<file path="src/rtl/t03_alu_seq.sv">
// t03_alu_seq: handshaked execute unit. Base RV32I ALU ops finish in one
// registered cycle; RV32M mul/div/rem run WIDTH shift-add / restoring steps.
module t03_alu_seq #(
    parameter  int WIDTH = 32,
    localparam int SHW   = $clog2(WIDTH)
) (
    input  logic             clk,
    input  logic             rst,
    input  logic             flush,
    input  logic             in_valid,
    output logic             in_ready,
    input  logic [4:0]       op,
    input  logic [WIDTH-1:0] pc,
    input  logic [WIDTH-1:0] rs1,
    input  logic [WIDTH-1:0] rs2,
    input  logic [WIDTH-1:0] imm,
    input  logic             alu_src,
    input  logic             auipc,
    input  logic             lui,
    output logic             out_valid,
    input  logic             out_ready,
    output logic [WIDTH-1:0] result,
    output logic             zero,
    output logic             negative,
    output logic             carry,
    output logic             overflow
);
    typedef enum logic [1:0] {IDLE, BUSY, DONE} state_t;
    typedef struct packed {
        logic [4:0]       op;
        logic [WIDTH-1:0] a;
        logic [WIDTH-1:0] b;
    } req_t;

    state_t             state_q, state_d;
    req_t               req_q;
    logic [SHW-1:0]     cnt_q;
    logic [2*WIDTH-1:0] prod_q, mcand_q;
    logic [WIDTH-1:0]   mplier_q;
    logic [WIDTH-1:0]   rem_q, quo_q, dvsr_q;

    logic               accept;
    logic [WIDTH-1:0]   a_in, b_in;

    // Magnitude of x when treated as signed (s=1), else x unchanged.
    function automatic logic [WIDTH-1:0] mag(input logic [WIDTH-1:0] x, input logic s);
        return (s && x[WIDTH-1]) ? -x : x;
    endfunction

    assign in_ready = (state_q == IDLE);
    assign accept   = in_valid & in_ready & ~flush;
    assign a_in     = auipc ? pc : (lui ? '0 : rs1);
    assign b_in     = alu_src ? imm : rs2;

    // Operand sign treatment: MULH s*s, MULHSU s*u, MUL/MULHU unsigned; DIV/REM signed.
    logic mul_sa_in, mul_sb_in, div_s_in;
    assign mul_sa_in = op[1] ^ op[0];
    assign mul_sb_in = ~op[1] & op[0];
    assign div_s_in  = ~op[0];

    // State register.
    always_ff @(posedge clk) begin
        if (rst) state_q <= IDLE;
        else     state_q <= state_d;
    end

    // Next-state: flush overrides everything.
    always_comb begin
        state_d = state_q;
        case (state_q)
            IDLE: if (accept) state_d = op[4] ? BUSY : DONE;
            BUSY: if (cnt_q == SHW'(WIDTH-1)) state_d = DONE;
            DONE: if (out_valid && out_ready) state_d = IDLE;
            default: state_d = IDLE;
        endcase
        if (flush) state_d = IDLE;
    end

    // One restoring-division step: shift in next dividend bit, subtract if it fits.
    logic [WIDTH:0]   rem_sh, rem_sub;
    logic             rem_fit;
    always_comb begin
        rem_sh  = {rem_q, quo_q[WIDTH-1]};
        rem_sub = rem_sh - {1'b0, dvsr_q};
        rem_fit = (rem_sh >= {1'b0, dvsr_q});
    end

    // Final result/flags from captured request and finished accumulators.
    logic [WIDTH:0]     sum_c, dif_c;
    logic [2*WIDTH-1:0] mul_fix;
    logic [WIDTH-1:0]   div_q, div_r, res_c;
    logic               carry_c, ovf_c, mneg, dsg;
    logic [SHW-1:0]     shamt;
    always_comb begin
        sum_c   = {1'b0, req_q.a} + {1'b0, req_q.b};
        dif_c   = {1'b0, req_q.a} - {1'b0, req_q.b};
        shamt   = req_q.b[SHW-1:0];
        mneg    = ((req_q.op[1] ^ req_q.op[0]) & req_q.a[WIDTH-1]) ^
                  ((~req_q.op[1] & req_q.op[0]) & req_q.b[WIDTH-1]);
        mul_fix = mneg ? -prod_q : prod_q;
        dsg     = ~req_q.op[0];
        if (req_q.b == '0) begin
            div_q = '1;
            div_r = req_q.a;
        end else begin
            div_q = (dsg && (req_q.a[WIDTH-1] ^ req_q.b[WIDTH-1])) ? -quo_q : quo_q;
            div_r = (dsg && req_q.a[WIDTH-1]) ? -rem_q : rem_q;
        end
        res_c   = '0;
        carry_c = 1'b0;
        ovf_c   = 1'b0;
        if (req_q.op[4]) begin
            case (req_q.op[2:0])
                3'b000:         res_c = mul_fix[WIDTH-1:0];
                3'b001, 3'b010,
                3'b011:         res_c = mul_fix[2*WIDTH-1:WIDTH];
                3'b100, 3'b101: res_c = div_q;
                default:        res_c = div_r;
            endcase
        end else begin
            case (req_q.op[3:0])
                4'b0000: begin
                    res_c   = sum_c[WIDTH-1:0];
                    carry_c = sum_c[WIDTH];
                    ovf_c   = (req_q.a[WIDTH-1] == req_q.b[WIDTH-1]) &&
                              (sum_c[WIDTH-1] != req_q.a[WIDTH-1]);
                end
                4'b1000: begin
                    res_c   = dif_c[WIDTH-1:0];
                    carry_c = (req_q.a < req_q.b);
                    ovf_c   = (req_q.a[WIDTH-1] != req_q.b[WIDTH-1]) &&
                              (dif_c[WIDTH-1] != req_q.a[WIDTH-1]);
                end
                4'b0100: res_c = req_q.a ^ req_q.b;
                4'b0110: res_c = req_q.a | req_q.b;
                4'b0111: res_c = req_q.a & req_q.b;
                4'b0001: res_c = req_q.a << shamt;
                4'b0101: res_c = req_q.a >> shamt;
                4'b1101: res_c = $signed(req_q.a) >>> shamt;
                4'b0010: res_c = {{(WIDTH-1){1'b0}}, $signed(req_q.a) < $signed(req_q.b)};
                4'b0011: res_c = {{(WIDTH-1){1'b0}}, req_q.a < req_q.b};
                default: res_c = '0;
            endcase
        end
    end

    // Datapath: capture on accept, iterate mul/div together while BUSY,
    // register result once on entry to DONE, then hold until handshake.
    always_ff @(posedge clk) begin
        if (rst) begin
            req_q     <= '0;
            cnt_q     <= '0;
            prod_q    <= '0;
            mcand_q   <= '0;
            mplier_q  <= '0;
            rem_q     <= '0;
            quo_q     <= '0;
            dvsr_q    <= '0;
            out_valid <= 1'b0;
            result    <= '0;
            zero      <= 1'b0;
            negative  <= 1'b0;
            carry     <= 1'b0;
            overflow  <= 1'b0;
        end else if (flush) begin
            out_valid <= 1'b0;
        end else begin
            if (accept) begin
                req_q    <= '{op: op, a: a_in, b: b_in};
                cnt_q    <= '0;
                prod_q   <= '0;
                mcand_q  <= {{WIDTH{1'b0}}, mag(a_in, mul_sa_in)};
                mplier_q <= mag(b_in, mul_sb_in);
                rem_q    <= '0;
                quo_q    <= mag(a_in, div_s_in);
                dvsr_q   <= mag(b_in, div_s_in);
            end
            if (state_q == BUSY) begin
                cnt_q    <= cnt_q + SHW'(1);
                if (mplier_q[0]) prod_q <= prod_q + mcand_q;
                mcand_q  <= mcand_q << 1;
                mplier_q <= mplier_q >> 1;
                rem_q    <= rem_fit ? rem_sub[WIDTH-1:0] : rem_sh[WIDTH-1:0];
                quo_q    <= {quo_q[WIDTH-2:0], rem_fit};
            end
            if (state_q == DONE && !out_valid) begin
                out_valid <= 1'b1;
                result    <= res_c;
                zero      <= (res_c == '0);
                negative  <= res_c[WIDTH-1];
                carry     <= carry_c;
                overflow  <= ovf_c;
            end else if (state_q == DONE && out_ready) begin
                out_valid <= 1'b0;
            end
        end
    end
endmodule

</file>
<file path="config.mk">
export PLATFORM = sky130hd
export DESIGN_NAME = t03_alu_seq
export DESIGN_NICKNAME = d
export VERILOG_FILES = /design/src/rtl/t03_alu_seq.sv
export SDC_FILE = /design/constraint.sdc
export NUM_CORES = 2
export LEC_CHECK = 0
export ABC_AREA = 1
export ABC_CLOCK_PERIOD_IN_PS = 3700
export CORE_ASPECT_RATIO = 0.7
export CORE_MARGIN = 2
export CORE_UTILIZATION = 40
export CTS_BUF_LIST = sky130_fd_sc_hd__clkbuf_4 sky130_fd_sc_hd__clkbuf_8
export DETAILED_ROUTE_END_ITERATION = 7
export GPL_ROUTABILITY_DRIVEN = 0
export PLACE_DENSITY_LB_ADDON = 0.1
export SLEW_MARGIN = 0
export SYNTH_ARGS = -nofsm -noshare
export SYNTH_HDL_FRONTEND = slang
export SYNTH_SLANG_ARGS = --single-unit
</file>
<file path="constraint.sdc">
create_clock -name clk -period 3.7 [get_ports clk]
set_clock_uncertainty 0.1 [all_clocks]
set_input_delay 0.74 -clock clk [delete_from_list [all_inputs] [get_ports clk]]
set_output_delay 0.74 -clock clk [all_outputs]
set_load 0.01 [all_outputs]
</file>
Word level (Yosys, flattened, before mapping)
Cells that the tools add are included.
{ "word_totals": {"regBits": 369, "input_bits": 141, "output_inout_bits": 38, "wordCells": 141} }
{ "op_classes": {"add_sub_neg": 10, "order_cmp": 3, "eq_ne": 24, "shift": 3, "muxes": 40, "n_bitwise": 18, "reduce_logical": 26} }
{ "op_table": {"columns": ["op", "n"], "rows": [
  ["$mux 32", 19],
  ["$mux 64", 6],
  ["$pmux 32 s10", 1],
  ["$neg 32->32", 4],
  ["$pmux 32 s3", 1],
  ["$add 64x64->64", 1],
  ["$logic_not 32->1", 2],
  ["$lt 32x32->1", 2],
  ["$neg 64->64", 1],
  ["$sub 32x32->32", 2],
  ["$add 32x32->33", 1],
  ["$ge 33x32->1", 1],
  ["$and 32x32->32", 1],
  ["$or 32x32->32", 1],
  ["$shl 32x5->32", 1],
  ["$shr 32x5->32", 1],
  ["$sshr 32x5->32", 1],
  ["$xor 32x32->32", 1],
  ["$eq 4x3->1 const B", 4],
  ["$logic_and 1x1->1", 11],
  ["$mux 5", 2],
  ["$eq 4x2->1 const B", 2],
  ["$eq 4x4->1 const B", 2],
  ["$mux 2", 4],
  ["other kinds (27)", 52]
]} }

Logic depth before layout (Yosys ltp)
{ "logic_depth": {"word_depth": 8, "ltp_mapped": 27, "ltp_nobuf": 24} }

Worst setup path before layout
Ideal clock, no wire load.
{ "synth_timing": {"path_kind": "register -> register", "start": "register req_q[3] in the netlist's numbering", "end": "register zero", "setup_ns": 0.070, "arrival_ns": 3.041, "setup_slack_ns": 0.488, "stages_incl_launch_ff": 24, "n_path_buf": 4, "synth_period_minus_slack_ns": 3.212, "cell_sequence": "dfxtp_1 buf_2 clkinv_1 clkbuf_1 clkbuf_1 ha_1 clkbuf_1 nor2_1 nand4_1 nand2_1 nand2_1 nand2_1 nand3_1 nand2_1 nand2_1 nand3_1 nand3_1 nand2_1 nand2_1 nor2_1 nand2_1 nor2_1 nand4_1 a21oi_1"} }
{ "synth_between": {"elab_chain_cells": 5} }
{ "synth_rtl": {"columns": ["element", "line", "source"], "rows": [
  ["start, declared", "36", "req_t req_q;"],
  ["start signal, assigned", "169", "req_q <= '{op: op, a: a_in, b: b_in};"],
  ["branches (longest 3 deep; another with $sub 32x32->32)", null, null],
  ["$mux 32 *", "112", "if (req_q.op[4]) begin"],
  ["$logic_not 32->1 *", "189", "zero <= (res_c == '0);"],
  ["end signal, assigned", "189", null],
  ["end, declared", "23", "output logic zero,"]
]} }
Every way passes the cells marked *.
A chain may end at the register's enable or synchronous reset.

Worst setup path after layout
{ "layout_timing": {"start": "register req_q[63] in the netlist's numbering", "end": "register zero"} }
{ "layout_between": {"elab_chain_cells": 7} }
{ "layout_rtl": {"columns": ["element", "line"], "rows": [
  ["branches (longest 5 deep; another with $sub 32x32->32)", null],
  ["$mux 32 *", "112"],
  ["$logic_not 32->1 *", "189"]
]} }
Marks and branches as above.

==> results.toml <==
[drt]
vias_per_cell = 6.043
detail-route-antenna-nets = 0
dr_total_vias = 50993
drt_first_pass_iters = 8
detail_route.drc_violations = 167
post_drt_wl_per_cell_um = 24.11
dr.first_iter.drc_count = 9165
drt-total-wl_mm = 203.5

[clocking]
cts_inserted_buffers = 69
root_cell_of_the_clock_tree = "sky130_fd_sc_hd__clkbuf_8"
number_of_buffers_on_the_longest_clock_path = 3
cts.reportedPaths.clkPinSlew_ps = 70
htree_levels = 3
insertion_delay_ps = 750
clock_tree_from_tritoncts = "done"
numClockSinks = 367
cts_hold_buf = 0

[critical_path]
crit-reg2reg-launch = "req_q[63]"
worstSetupStartpointType = "register"
cp.required_ps = 4270
crit_path_max_fanout = 12
timing_worst_setup_path_type = "register to register"
setup.reg_to_reg.worst_slack_ps = -100
endpoint_kind = "register"
rr_endpoint = "zero"
crit_path_start = "req_q[63]"
crit_end = "zero"
ff2ff_path_depth = 18
worstPathArrival_ps = 4370

[power_and_ir_drop]
power.density_cell_area_nw_per_um2 = 323.8
sw_frac_of_total_pct = 43.27
pwr-share-comb_pct = 39.2
internal_power_mw = 8.308
switching_power_mw = 6.337
share_clk_of_total_power_pct = 30.9
seq_power_share_pct = 29.9
leakage_nw = 21.02
vdd.ir_drop.worst_uv = 271.4

[run]
cap_viol_max_count = 0

[sta]
period_share_pct = 102.7
max_freq_mhz = 263.0
worst_slack_ps = -101.7
hold_violations_final = 0
maxSlewHeadroom_pct = 27.88
worst_hold_slack_ps = 294.5
maxSlewViolCount = 0
finalWorstPathRequiredPeriod_ps = 3802
final_tns_setup_ps = -101.7
rsz_0062_raised_after_global_routing = "yes"
finalSetupViolCount = 1
tightestPinTransition_ps = 1078

[synth]
synth_largest_type_area_fraction_pct = 18.97
count_of_state_elements_after_synthesis = 367
postSynthCellCount = 6864
yosysWarnings = 0
synth_sequential_area_ratio_pct = 18.97
synth_enable_flop_cells = 0
synth_cell_types = 63
asyncSetResetFlopFracSynth_pct = 0
synth.top_cells.by_area = "sky130_fd_sc_hd__dfxtp_1 (19%), sky130_fd_sc_hd__nand2_1 (18%), sky130_fd_sc_hd__nand3_1 (9.2%), sky130_fd_sc_hd__a21oi_1 (7.5%), sky130_fd_sc_hd__inv_1 (7.4%)"
synth_top_area_cell = "sky130_fd_sc_hd__dfxtp_1"
synth_area_per_cell_um2 = 5.643
postSynth.topFlopCell = "sky130_fd_sc_hd__dfxtp_1"
synth_area_um2 = 38730
synth_nets = 7216

[run_status]
status = "complete, but fails checks"
failed_checks = "design-rule violations, negative setup slack"

[finish]
num-nets-final = 7477
final_cell_mix = "sky130_fd_sc_hd__nand2_1 (1851), sky130_fd_sc_hd__inv_1 (757), sky130_fd_sc_hd__nand3_1 (709)"
filler_cell_count = 10304
area_growth_pct = 16.77
layout.cell_area.non_filler_um2 = 45230
ff_latch_area_um2 = 7352
post_route_cells_drive_above_1_share_pct = 7.664
commonest_non_fill_non_tap_cell_in_the_layout = "sky130_fd_sc_hd__nand2_1"
multi_input_area_um2 = 27380

[place]
place.port_buffers = 178
postPlaceCellArea_um2 = 43520
dp_hpwl_mm = 162.9

[worst_hold_path]
min_path_type = "input pin to register"

[die]
std_cell_rows = 95
floorplan_die_area_um2 = 99370
initial_core_util_pct = 40.38
die_width_um = 375.9
die_height_um = 264.3
io_pins = 179
core-area_um2 = 95920

[grt]
first_global_vias = 43785
grt_max_degree = 166
global_route_wire_length_before_repair_mm = 290.7
grt_antenna_before_repair = 4
grt_usage_pct = 38.82
globalRouteOverflowTotal = 0
==> synth_stat cells, drive strengths merged (6+ instances only) <==
library cell	number
a21boi	16
nand3	711
or2	6
dfxtp	367
a21oi	579
a22oi	19
o21ai	588
nor2	736
o21bai	19
nor4	6
inv	769
clkbuf	244
a221oi	29
nand3b	24
and2	7
nand4	91
a31oi	101
nand2	1856
o211ai	96
nor3	73
a21o	14
xnor2	35
xor2	87
clkinv	8
o21a	12
o22ai	45
a22o	9
buf	69
ha	207
==> cell type report <==
cell class              instances  area share, %
clock buffers                  99          2.847
clock inverters                23         0.4565
multi-input cells            5408          60.54
repair buffers                502          9.923
inverters                     777          6.479
diodes                          1       0.005533
flip-flops and latches        367          16.26
well taps                    1261          3.489
==> kinds of logic after synthesis <==
logic type                 Yosys count  synth area share, %
adders and majority gates          211                6.894
DFF                                367                18.97
AOI/OAI and AO/OA                 1557                22.59
buffers and inverters             1090                10.81
muxes                                1              0.02584
and+or+nand+nor                   3516                37.94
xor gates and xnor gates           122                2.778
==> critical path, cell delays in order, from the launching register on <==
cell	delay, ps
sky130_fd_sc_hd__dfxtp_1	520
sky130_fd_sc_hd__inv_1	250
sky130_fd_sc_hd__ha_1	350
sky130_fd_sc_hd__inv_1	70
sky130_fd_sc_hd__nor2_2	210
sky130_fd_sc_hd__buf_4	240
sky130_fd_sc_hd__nand2_1	80
sky130_fd_sc_hd__xor2_1	180
sky130_fd_sc_hd__o21ai_0	430
sky130_fd_sc_hd__nand4_1	240
sky130_fd_sc_hd__nand2_1	160
sky130_fd_sc_hd__nand2_1	60
sky130_fd_sc_hd__inv_1	60
sky130_fd_sc_hd__nand2_1	50
sky130_fd_sc_hd__nor2_1	180
sky130_fd_sc_hd__nand2_1	130
sky130_fd_sc_hd__nor2_1	180
sky130_fd_sc_hd__nand4_1	110
sky130_fd_sc_hd__a21oi_1	150
==> metal layers <==
layer  up-vias  GRT usage [%]  wire length [um]
li1      23331              -                 -
met5         -          1.306               223
met3       504          18.34             35210
met1     23356          55.52             86690
met4        10          12.48              8115
met2      3792          49.71             73230
==> power groups by stage <==
stage	clock network (mW)	logic [mW]	registers (mW)
4_1_cts	4.59	5.33	4.35
6_report	4.53	5.73	4.38
3_3_place_gp	0	5.30	4.44
5_1_grt	4.74	6.03	4.38
3_5_place_dp	0	5.31	4.44
2_1_floorplan	0	3.24	4.35
==> worst min-delay path by stage <==
stage | start | to | slack [ps] | cells past startpoint
floorplan | cnt_q[3] | cnt_q[3] | 340 | 2
global placement | cnt_q[4] | cnt_q[4] | 350 | 2
detailed placement | mplier_q[31] | mplier_q[31] | 360 | 2
CTS | rst | zero | 250 | 2
global route | rst | mcand_q[15] | 300 | 2
finish | rst | zero | 290 | 2
==> what timing repair did <==
action,4_1_cts,5_1_grt
gates resized for setup,0,39
setup endpoints to repair,0,14
buffers inserted,0,8
==> sequential cells by signal (all words and copies together) (netlist names), 5 cells and up <==
signal	cells
mcand_q	64
result	32
quo_q	32
rem_q	32
cnt_q	5
dvsr_q	31
req_q	69
prod_q	64
mplier_q	32
==> stage by stage <==
stage | power [mW] | instances | setup WS (ps) | utilization [%]
4_1_cts | 14.27 | 8428 | 51.35 | 46.92
3_3_place_gp | 9.736 | 8306 | 53.64 | 45.36
2_1_floorplan | 7.585 | 6864 | 488.2 | -
6_report | 14.65 | 8438 | -101.7 | 47.15
3_5_place_dp | 9.745 | 8306 | -11.18 | 45.36
5_1_grt | 15.15 | 8437 | -48.37 | 47.15
(Power assumes the default switching activity.)
